==> src/rtl/pipe_chain.sv <==
// pipe_chain: elastic valid/ready register chain with bubble collapse, per-stage flush and occupancy.
// Define PIPE_DROP_CNT_EN to build the saturating flushed-entry counter on drop_cnt (tied to 0 otherwise).
module pipe_chain #(
  parameter int DATA_W = 32,
  parameter int DEPTH  = 4,
  localparam int CNT_W = $clog2(DEPTH + 1)
) (
  input  logic              clk,
  input  logic              rst_n,
  input  logic              in_vld,
  input  logic [DATA_W-1:0] in_data,
  output logic              in_rdy,
  output logic              out_vld,
  output logic [DATA_W-1:0] out_data,
  input  logic              out_rdy,
  input  logic [DEPTH-1:0]  flush_mask,
  output logic [CNT_W-1:0]  occupancy,
  output logic [15:0]       drop_cnt
);

  logic [DEPTH-1:0]  r_vld;
  logic [DATA_W-1:0] r_data [DEPTH];
  logic [CNT_W-1:0]  r_occ;

  logic [DEPTH:0]    w_en;
  logic [DEPTH-1:0]  w_vldSrc;
  logic [DATA_W-1:0] w_dataSrc [DEPTH];
  logic [DEPTH-1:0]  w_vldLoad;
  logic [DEPTH-1:0]  w_vldNext;

  function automatic logic [CNT_W-1:0] popcount(input logic [DEPTH-1:0] v);
    logic [CNT_W-1:0] c;
    c = '0;
    for (int i = 0; i < DEPTH; i++) c = c + CNT_W'(v[i]);
    return c;
  endfunction

  // A stage advances when it is empty or the stage ahead of it advances.
  always_comb begin
    w_en = '0;
    w_en[DEPTH] = out_rdy;
    for (int i = DEPTH - 1; i >= 0; i--) w_en[i] = ~r_vld[i] | w_en[i+1];
  end

  assign w_dataSrc[0] = in_data;
  generate
    if (DEPTH == 1) begin : g_src1
      assign w_vldSrc = in_vld;
    end else begin : g_srcN
      assign w_vldSrc = {r_vld[DEPTH-2:0], in_vld};
      for (genvar g = 1; g < DEPTH; g++) begin : g_dsrc
        assign w_dataSrc[g] = r_data[g-1];
      end
    end
  endgenerate

  assign w_vldLoad = (w_en[DEPTH-1:0] & w_vldSrc) | (~w_en[DEPTH-1:0] & r_vld);
  assign w_vldNext = w_vldLoad & ~flush_mask;

  // Flush only clears valid bits; payload still moves so the enables stay independent of flush.
  always_ff @(posedge clk or negedge rst_n) begin
    if (!rst_n) begin
      r_vld <= '0;
      r_occ <= '0;
      for (int i = 0; i < DEPTH; i++) r_data[i] <= '0;
    end else begin
      r_vld <= w_vldNext;
      r_occ <= popcount(w_vldNext);
      for (int i = 0; i < DEPTH; i++) begin
        if (w_en[i]) r_data[i] <= w_dataSrc[i];
      end
    end
  end

  assign in_rdy    = w_en[0];
  assign out_vld   = r_vld[DEPTH-1];
  assign out_data  = r_data[DEPTH-1];
  assign occupancy = r_occ;

`ifdef PIPE_DROP_CNT_EN
  logic [15:0]      r_dropCnt;
  logic [CNT_W-1:0] w_dropNow;
  logic [16:0]      w_dropSum;

  // Entries that would have been valid after this edge but are squashed, including a fresh input.
  assign w_dropNow = popcount(w_vldLoad & flush_mask);
  assign w_dropSum = {1'b0, r_dropCnt} + 17'(w_dropNow);

  always_ff @(posedge clk or negedge rst_n) begin
    if (!rst_n) r_dropCnt <= '0;
    else        r_dropCnt <= w_dropSum[16] ? 16'hFFFF : w_dropSum[15:0];
  end

  assign drop_cnt = r_dropCnt;
`else
  assign drop_cnt = 16'h0;
`endif

endmodule

==> config.mk <==
export PLATFORM = sky130hd
export DESIGN_NAME = pipe_chain
export DESIGN_NICKNAME = d
export VERILOG_FILES = /design/src/rtl/pipe_chain.sv
export SDC_FILE = /design/constraint.sdc
export NUM_CORES = 1
export LEC_CHECK = 0
export CORE_UTILIZATION = 35
export DETAILED_ROUTE_END_ITERATION = 8
export GPL_TIMING_DRIVEN = 0
export PLACE_DENSITY_LB_ADDON = 0.15
export RECOVER_POWER = 50
export SKIP_CTS_REPAIR_TIMING = 1
export SLEW_MARGIN = 20
export SYNTH_ARGS = -nofsm -noshare
export SYNTH_HDL_FRONTEND = slang
export SYNTH_SLANG_ARGS = --single-unit
==> constraint.sdc <==
create_clock -name clk -period 2 [get_ports clk]
set_input_delay 0.3 -clock clk [delete_from_list [all_inputs] [get_ports clk]]
set_output_delay 0.3 -clock clk [all_outputs]
set_load 0.01 [all_outputs]
# Word-level counts from Yosys, hierarchy flattened
# Cells that the tools add are included.
[op_classes] n_bitwise=14 addsub=3
[op_table] cell="bitwise AND 4 bit" n=3
[op_table] cell="inverter 4 bit" n=2
[op_table] cell="inverter 1 bit" n=4
[op_table] cell="OR 1 bit" n=4
[op_table] cell="OR 4 bit" n=1
[op_table] cell="adder 2 x 1 -> 3 bit" n=1
[op_table] cell="adder 3 x 1 -> 3 bit" n=1
[op_table] cell="adder 1 x 1 -> 2 bit" n=1
[word_totals] elab_cells=23 reg_bits=135

# Depth between registers and ports, before layout
[depth] depth_word=12 depth_mapped=9 ltp_nobuf=8

# Least setup slack after synthesis
# Ideal clock, no wire load.
[synth_timing] path_kind="reg-to-reg" startpoint="register r_vld[3]" endpoint="register r_occ[1] (netlist: occupancy[1])" n_path_buf=2 period_less_slack_ns=2.321 path_stages_with_launch=10 t_arrival_ns=2.195 slack_ns=-0.321 cell_sequence="dfrtp_1 > and2b_1 > buf_2 > nand3_2 > buf_2 > a21o_1 > fa_1 > inv_1 > ha_1 > ha_1"
[synth_between] elab_chain_cells=12
[synth_rtl] item="start, declared" line="21" rtl="logic [DEPTH-1:0] r_vld;"
[synth_rtl] item="start signal, assigned" line="67" rtl="r_vld <= w_vldNext;"
[synth_rtl] item="inverter 1 bit" line="42" rtl="for (int i = DEPTH - 1; i >= 0; i--) w_en[i] = ~r_vld[i] | w_en[i+1];"
[synth_rtl] item="OR 1 bit (4 in series)" line="42"
[synth_rtl] item="inverter 4 bit" line="57" rtl="assign w_vldLoad = (w_en[DEPTH-1:0] & w_vldSrc) | (~w_en[DEPTH-1:0] & r_vld);"
[synth_rtl] item="bitwise AND 4 bit" line="57"
[synth_rtl] item="OR 4 bit *" line="57"
[synth_rtl] item="bitwise AND 4 bit *" line="58" rtl="assign w_vldNext = w_vldLoad & ~flush_mask;"
[synth_rtl] item="adder 1 x 1 -> 2 bit" line="34" rtl="for (int i = 0; i < DEPTH; i++) c = c + CNT_W'(v[i]);"
[synth_rtl] item="adder 2 x 1 -> 3 bit" line="34"
[synth_rtl] item="adder 3 x 1 -> 3 bit *" line="34"
[synth_rtl] item="end signal, assigned" line="68" rtl="r_occ <= popcount(w_vldNext);"
[synth_rtl] item="end, declared" line="23" rtl="logic [CNT_W-1:0] r_occ;"
# Every way passes the cells marked *; elsewhere a longest branch is shown, timed or not.
# A chain may end at the register's enable or synchronous reset.

# Worst setup path in the final report
# Same ends and word-level chain as after synthesis.

==> metrics <==
CP Max Fanout 4; mapped cell area 0.00541 mm²; Nets 523; Worst-path clk slew 0.05 ns; Post-Route Skew 0.00430 ns; FFs w/ async S/R, synth 1.00; dpl hpwl 6090 µm; die height 126 µm; first-pass GRT wire length 15700 µm; TritonCTS clock tree done; Final Critical Period 2.06 ns; Skew-Pair Late Insertion Delay 0.41 ns; initial antenna violation count 0; main combinational cell family by area after synthesis multiplexers; die area 0.0160 mm²; top post-synthesis cells by area dfrtp_1 62%, mux2_2 27%, buf_4 6.7%; DR WL/cell 13.9 µm; Rows 45; fraction of layout cells with a size suffix above 1 0.509; Clock Tree Root clkbuf_16; maximum vdd drop 0.633 mV; max_cap viols 0; Hold Path Origin in_vld; routed wire length 9460 µm; xor and xnor area share after synthesis 0; Syn Area/Cell 15.6 µm²; R2R Path Start r_vld[3]; Data arrival, critical path 2.37 ns; RSZ-0062 raised after global routing true; flop-to-flop setup slack -0.06 ns; top-area cell type share of the netlist area 0.624; Worst path max stage delay 0.50 ns; final core utilization 0.485; GRT Util Overall 0.132; CP max stage cell fa_1; EDFF count, synth 0; Num CTS Buffers 17; largest net degree at the start of global routing 69; final RePlAce weighted congestion 0.699; type of the most critical hold path in2reg; num ports 93; number of global-route vias before repair 2996; leading post-synthesis cells by instance count 135 x dfrtp_1, 128 x mux2_2, 48 x buf_4, 13 x buf_2, 5 x inv_1; Critical Path Start Type register; Worst Path Required 2.30 ns; FF+latch count, synth 135; Worst Setup End Kind register; status finished, violations left; endpoints failing hold 0; post-route setup slack -0.0623 ns; period utilization 1.03; Worst-Margin Slew 0.947 ns; Final setup violation count 2; compound-gate portion of the synthesized area 0.00555; Initial Utilization 0.357; adder-cell share of the synthesized area 0.00832; Rel. slew slack 0.369; worst path cell trace buf_6 > nand3b_4 > nor3_4 > clkinv_4 > a21o_1 > fa_1 > inv_2 > ha_4 > ha_4; Syn Inst Count 346; # diodes 0; Logic pwr share 0.076; PortBufs 76; R2R Path End occupancy[1]; number of max-slew violations in the final report 0; DR DRC count 0; Power Density 898 mW/mm²; most used cell, CP ha_4; Syn. warnings 0; failing checks setup timing; fmax 0.485 GHz; H-Tree Depth 4; register share of total power 0.447; via count 2978; Placed Cells 626; Netlist cell types 17; ys flop type dfrtp_1; register area share after synthesis 0.624; DP Worst Slack -0.839 ns; Worst Hold Path EP r_vld[0]; DR iter-0 viols 109; Net Sw Power 1350 µW; Die X 126 µm; hold depth 3; Area Growth Syn to Fin 35.7%; clock network power share 0.477; Static Leakage 0.00329 µW; post-synth top area cell dfrtp_1; total core area 0.0151 mm²; mux contribution to synthesized area 0.266; P_int 5250 µW; Switching Share 0.204; Min Hold Slack 0.441 ns; antenna viol nets, final 0; most frequent cell after synthesis dfrtp_1; total power 6600 µW; via/cell ratio 4.37; R2R cell count 9; CTS max path bufs 2; DRT Pass-1 Iters 4; clk sinks 135; Non-Filler Instances 681; WS Path Type reg2reg; total grt overflow 0; post-synthesis simple-gate area fraction 0.0125
-- metrics by stage --
step                      TNS [ns]  cell area (µm²)
after floorplan             -0.321             5510
after global placement     -627.90             6510
after detailed placement     -7.65             6540
after CTS                    -1.72             7140
after global routing        -0.260             7350
final                      -0.0670             7350
-- cells by family (layout without fill, tap and decap cells) --
family | Yosys count | in the layout
buffers and inverters | 67 | 199
and+or+nand+nor | 7 | 7
muxes | 128 | 128
DFF | 135 | 135
adders and majority gates | 3 | 3
AOI/OAI and AO/OA | 5 | 5
other | 1 | 16
-- sequential cells by signal, indices dropped and copies added (netlist names) --
register and count:
r_vld 4, r_data 96, out_data 32, occupancy 3
-- critical path, delay by kind of cell, from the launching register on --
kind                     cells  cell delay [ns]
AO/OA/AOI/OAI                1             0.18
adder cells (fa/ha/maj)      3             0.85
buffers and inverters        3             0.27
flip-flops                   1             0.35
AND/OR/NAND/NOR              2             0.32
-- layout make-up --
type	count	area [µm²]
clock buffer	23	478
timing repair buffer	101	975
buffer	60	452
fill	1352	7800
tap	188	235
multi-input combinational	159	1680
sequential	135	3380
clock inverter	9	123
inverter	6	27.5
-- how the worst max path moves through the flow --
stage,start,to,slack [ns]
after floorplan,r_vld[3],occupancy[1],-0.19
after global placement,rst_n,out_data[9],-4.61
after detailed placement,out_rdy,occupancy[1],-0.84
after CTS,r_vld[2],occupancy[1],-0.50
after global routing,r_vld[3],occupancy[1],-0.15
final,r_vld[3],occupancy[1],-0.06
-- power groups by stage --
stage               clock, µW  sequential (µW)  combinational (µW)
finish                   3150             2950                 503
global route             3360             2970                 553
CTS                      3220             2950                 507
detailed placement          0             3000                 504
global placement            0             2990                 487
floorplan                   0             2980                 254
-- placed cells by master (no fill, tap or decap) --
cell and instances:
clkbuf_16 17, dlygate4sd3_1 1, fa_1 1, nor2_1 2, buf_6 2, nand3b_4 1
dlymetal6s2s_1 2, and2b_1 1, a21o_1 2, inv_2 1, mux2_2 128, buf_16 1
clkinv_2 5, inv_1 4, nand3_4 1, clkbuf_2 1, clkdlybuf4s50_1 73, clkinvlp_4 1
buf_8 1, buf_2 9, bufinv_16 3, conb_1 16, buf_4 69, dfrtp_2 1
ha_4 2, dfrtp_1 134, clkinv_4 1, clkbuf_4 1, or2_4 1, buf_12 1
nor3_4 1, clkbuf_8 3, clkbuf_1 3, a21oi_1 3
-- routing by layer --
layer,track usage,vias to the layer above,part of all wire
li1,-,1402,-
met5,0,-,0
met4,0.0680,0,0.021
met3,0.0472,17,0.051
met1,0.173,1489,0.46
met2,0.193,70,0.47
Note: power is estimated with default switching activity, not from simulation.
==> RTL edit 1 (same flow settings) <==
Build with the macro `PIPE_DROP_CNT_EN` defined.
--- a/src/rtl/pipe_chain.sv
+++ b/src/rtl/pipe_chain.sv
@@ -1,5 +1,7 @@
 // pipe_chain: elastic valid/ready register chain with bubble collapse, per-stage flush and occupancy.
 // Define PIPE_DROP_CNT_EN to build the saturating flushed-entry counter on drop_cnt (tied to 0 otherwise).
+`define PIPE_DROP_CNT_EN
+
 module pipe_chain #(
   parameter int DATA_W = 32,
   parameter int DEPTH  = 4,
Check against the original RTL: not equivalent (a bounded check fails within 4 cycles, from zero or initial values and one cycle with rst_n low).
==> RTL edit 1 against the unedited design <==
- the run still ends with negative setup slack left
- final area up 14%
- routed wire length rose by 27%
- largest power group is now registers
- setup slack worse by 1.1 ns
- highest routed layer unchanged
- sequential cell count grew 16
- area after synthesis increased by 15%
- critical path type unchanged
- count of clock-buffer cells in the layout fell by 3
- power grew 18%
- sequential power grew 17%
- first-iteration DRC count shrank 26%
==> RTL edit 1: results (changes against the unedited design) <==
<table>
<tr><th>Metric</th><th>Value</th></tr>
<tr><th colspan="2">Run status</th></tr>
<tr><td>Run status</td><td>finished with violations</td></tr>
<tr><td>Violations in the final reports</td><td>negative setup slack</td></tr>
<tr><th colspan="2">STA</th></tr>
<tr><td>Post-layout worst setup margin</td><td>-1.19 ns (-1.13 ns)</td></tr>
<tr><td>Worst slew margin</td><td>0.370 (+0.00110)</td></tr>
<tr><td>Worst Skew</td><td>0.00865 ns (+0.00435 ns)</td></tr>
<tr><td>Final-report setup violation count</td><td>19 (+17)</td></tr>
<tr><th colspan="2">Pwr</th></tr>
<tr><td>Sequential-cell power consumption</td><td>3.45 mW (+17%)</td></tr>
<tr><td>Switching share of total power</td><td>0.230 (+0.0259)</td></tr>
<tr><th colspan="2">Min path</th></tr>
<tr><td>Min-Delay Startpoint</td><td>r_data[83]$_DFFE_PN0P_</td></tr>
<tr><td>Hold worst-path end</td><td>r_data[83]$_DFFE_PN0P_</td></tr>
<tr><td>Number of instances on the worst hold path</td><td>2 (-1)</td></tr>
<tr><th colspan="2">Logic synthesis</th></tr>
<tr><td>Leading cell types by count after synthesis</td><td>151 x dfrtp_1, 107 x nand2_1, 95 x mux2_2</td></tr>
<tr><td>Register area share after synthesis</td><td>0.608 (-0.0161)</td></tr>
<tr><td>Xor-xnor portion of the synthesized cell area</td><td>0.00986 (+0.00986)</td></tr>
<tr><td>Synthesized-area fraction occupied by adder cells</td><td>0.0189 (+0.0106)</td></tr>
<tr><th colspan="2">GRT</th></tr>
<tr><td>Aggregate global-route resource usage</td><td>0.145 (+0.0130)</td></tr>
<tr><td>Maximum number of pins on one net before global-route repair</td><td>87 (+26%)</td></tr>
<tr><td>Wire length of the first global-routing pass</td><td>20,100 µm (+28%)</td></tr>
<tr><td>M1 GR Usage</td><td>0.185 (+0.0124)</td></tr>
<tr><td>Met3 layer usage reported by global route</td><td>0.0419 (-0.00534)</td></tr>
<tr><th colspan="2">Route</th></tr>
<tr><td>Violation count after the first detailed-routing iteration</td><td>81 (-26%)</td></tr>
<tr><td>Wire length on met2</td><td>5830 µm (+31%)</td></tr>
<tr><th colspan="2">Placement</th></tr>
<tr><td>Total cell area at the placement stage</td><td>0.00752 mm² (+15%)</td></tr>
<tr><td>Final weighted congestion in routability-driven placement</td><td>0.750 (+7.3%)</td></tr>
<tr><th colspan="2">Cells and area</th></tr>
<tr><td>Fill cells</td><td>1,580 (+17%)</td></tr>
<tr><td>Share of cells above drive strength 1</td><td>0.348 (-0.161)</td></tr>
<tr><th colspan="2">Worst setup path</th></tr>
<tr><td>Longest individual stage delay on the worst path</td><td>0.48 ns (-0.02 ns)</td></tr>
<tr><td>FF-to-FF End</td><td>drop_cnt[6]$_DFF_PN0_</td></tr>
</table>
RTL edit 1: changes by cell type in the layout (fill, tap and decap cells not counted), moves of 5 or more:
cell,change
dfrtp_1,+17
inv_1,+7
clkdlybuf4s50_1,+17
nand3_1,+5
xnor2_1,+5
conb_1,-16
nand2_1,+99
buf_4,-19
nand2_2,+8
mux2_2,-33
nor2_1,+7
RTL edit 1: cell type report:
cell class	count	area, µm²	share of cell area
repair buffers	111	1100	0.132
inverters	12	45.0	0.00539
clock inverters	11	171	0.0205
flip-flops and latches	151	3780	0.453
clock buffers	20	467	0.0559
multi-input cells	275	2150	0.257
plain buffers	49	358	0.0429
well taps	225	282	0.0337
RTL edit 1: cell families after synthesis:
logic type      after synthesis
mux                          97
buf+inv                      63
simple gates                144
xor+xnor                      7
compound gates               20
fa+ha+maj                     7
flops                       151
==> RTL edit 2 (same flow settings) <==
Without the edit above. The parameter `DATA_W` goes from 32 to 48.
--- a/src/rtl/pipe_chain.sv
+++ b/src/rtl/pipe_chain.sv
@@ -1,7 +1,7 @@
 // pipe_chain: elastic valid/ready register chain with bubble collapse, per-stage flush and occupancy.
 // Define PIPE_DROP_CNT_EN to build the saturating flushed-entry counter on drop_cnt (tied to 0 otherwise).
 module pipe_chain #(
-  parameter int DATA_W = 32,
+  parameter int DATA_W = 48,
   parameter int DEPTH  = 4,
   localparam int CNT_W = $clog2(DEPTH + 1)
 ) (
Ports: changed (resized in_data and out_data); port bits go from 93 to 125. The function was not compared with the original's and may differ.
==> RTL edit 2 against the unedited design <==
- the run ends with design-rule violations, negative setup slack left
- final area increased by 39%
- critical path depth decreased by 1
- power increased by 25%
- final cell count increased by 40%
- area after synthesis increased by 47%
- clock power increased by 1%
- via count increased by 40%
- sequential cell count increased by 64
- core utilization decreased by 2.0 points
- worst hold slack got worse by 0.013 ns
- routed wire length increased by 53%
- clock skew increased by 0.0079 ns
- setup slack got worse by 0.062 ns
- critical path type unchanged
- largest power group is now registers
==> RTL edit 2: results (changes against the unedited design) <==
<table>
<tr><th>Metric</th><th>Value</th></tr>
<tr><th colspan="2">Logic synthesis</th></tr>
<tr><td>Register area share after synthesis</td><td>0.627 (+0.00259)</td></tr>
<tr><td>Synth Area in Compound Gates</td><td>0.00378 (-0.00177)</td></tr>
<tr><td>Multiplexer fraction of the synthesized cell area</td><td>0.275 (+0.00911)</td></tr>
<tr><th colspan="2">Placement</th></tr>
<tr><td>Final weighted congestion in routability-driven placement</td><td>0.680 (-2.8%)</td></tr>
<tr><td>Total cell area at the placement stage</td><td>0.00951 mm² (+45%)</td></tr>
<tr><td># port buffers</td><td>108 (+42%)</td></tr>
<tr><td>Dpl cells</td><td>903 (+44%)</td></tr>
<tr><th colspan="2">Clock tree</th></tr>
<tr><td>Later-pin clock latency in the skew report</td><td>0.43 ns (+0.02 ns)</td></tr>
<tr><th colspan="2">Pwr</th></tr>
<tr><td>Static leakage power</td><td>4.49 nW (+37%)</td></tr>
<tr><td>Power spent charging and discharging nets</td><td>1.93 mW (+43%)</td></tr>
<tr><th colspan="2">Route</th></tr>
<tr><td>Via count</td><td>4,183 (+40%)</td></tr>
<tr><td>Number of optimization iterations in the first detailed-route pass</td><td>8 (+4)</td></tr>
<tr><td>Remaining design rule violation count</td><td>8 (+8)</td></tr>
<tr><td>Violation count after the first detailed-routing iteration</td><td>134 (+23%)</td></tr>
<tr><th colspan="2">GRT</th></tr>
<tr><td>Aggregate global-route resource usage</td><td>0.133 (+0.00137)</td></tr>
<tr><td>Wire length of the first global-routing pass</td><td>24,200 µm (+54%)</td></tr>
<tr><td>Number of global-route vias before repair</td><td>4,554 (+52%)</td></tr>
<tr><th colspan="2">STA</th></tr>
<tr><td>Post-layout worst setup margin</td><td>-0.124 ns (-0.0617 ns)</td></tr>
<tr><td>Worst Skew</td><td>0.0122 ns (+0.00790 ns)</td></tr>
<tr><td>Final-report setup violation count</td><td>2 (unchanged)</td></tr>
<tr><th colspan="2">Cells and area</th></tr>
<tr><td>Share of cells above drive strength 1</td><td>0.455 (-0.0536)</td></tr>
<tr><td>Fill cells</td><td>1,967 (+45%)</td></tr>
<tr><td>Net count reported at finish</td><td>721 (+38%)</td></tr>
<tr><th colspan="2">Run status</th></tr>
<tr><td>Violations in the final reports</td><td>design-rule violations, negative setup slack</td></tr>
<tr><td>Run status</td><td>finished with violations</td></tr>
</table>
## RTL edit 2: cell type report
class,count,area [µm²],share of cell area
Inverter,6,27.5,0.00269
Clock buffer,17,425,0.0415
Multi-Input combinational cell,223,2410,0.235
Timing Repair Buffer,132,1300,0.127
Buffer,83,631,0.0615
Clock inverter,14,120,0.0117
Tap cell,280,350,0.0342
Sequential cell,199,4980,0.486
## RTL edit 2: final timing paths
check / start / to / slack [ns] / depth (start not counted)
worst max-delay path: r_vld[2]$_DFF_PN0_ / occupancy[1]$_DFF_PN0_ / -0.12 / 8
worst max register to register: r_vld[2]$_DFF_PN0_ / occupancy[1]$_DFF_PN0_ / -0.12 / 8
min in group asynchronous: rst_n / r_data[121]$_DFFE_PN0P_ / 0.78 / 2
worst min register to register: r_data[153]$_DFFE_PN0N_ / r_data[153]$_DFFE_PN0N_ / 0.49 / 1
worst min-delay path: flush_mask[1] / r_vld[1]$_DFF_PN0_ / 0.43 / 2
max in group asynchronous: rst_n / out_data[5]$_DFFE_PN0P_ / 0.15 / 3
## RTL edit 2: power groups by stage
| stage | Sequential [mW] | Combinational [mW] | Clock [mW] |
|---|---|---|---|
| final | 4.34 | 0.714 | 3.19 |
| after global routing | 4.37 | 0.784 | 3.47 |
| after CTS | 4.34 | 0.725 | 3.31 |
| after detailed placement | 4.42 | 0.722 | 0 |
| after global placement | 4.42 | 0.693 | 0 |
| after floorplan | 4.39 | 0.352 | 0 |
## RTL edit 2: per-layer routing
metal / global-route usage / vias up / share of wire
li1: - / 1952 / -
met1: 0.168 / 2132 / 0.45
met5: 0 / - / 0
met4: 0.0447 / 0 / 0.011
met3: 0.0367 / 11 / 0.046
met2: 0.221 / 88 / 0.49
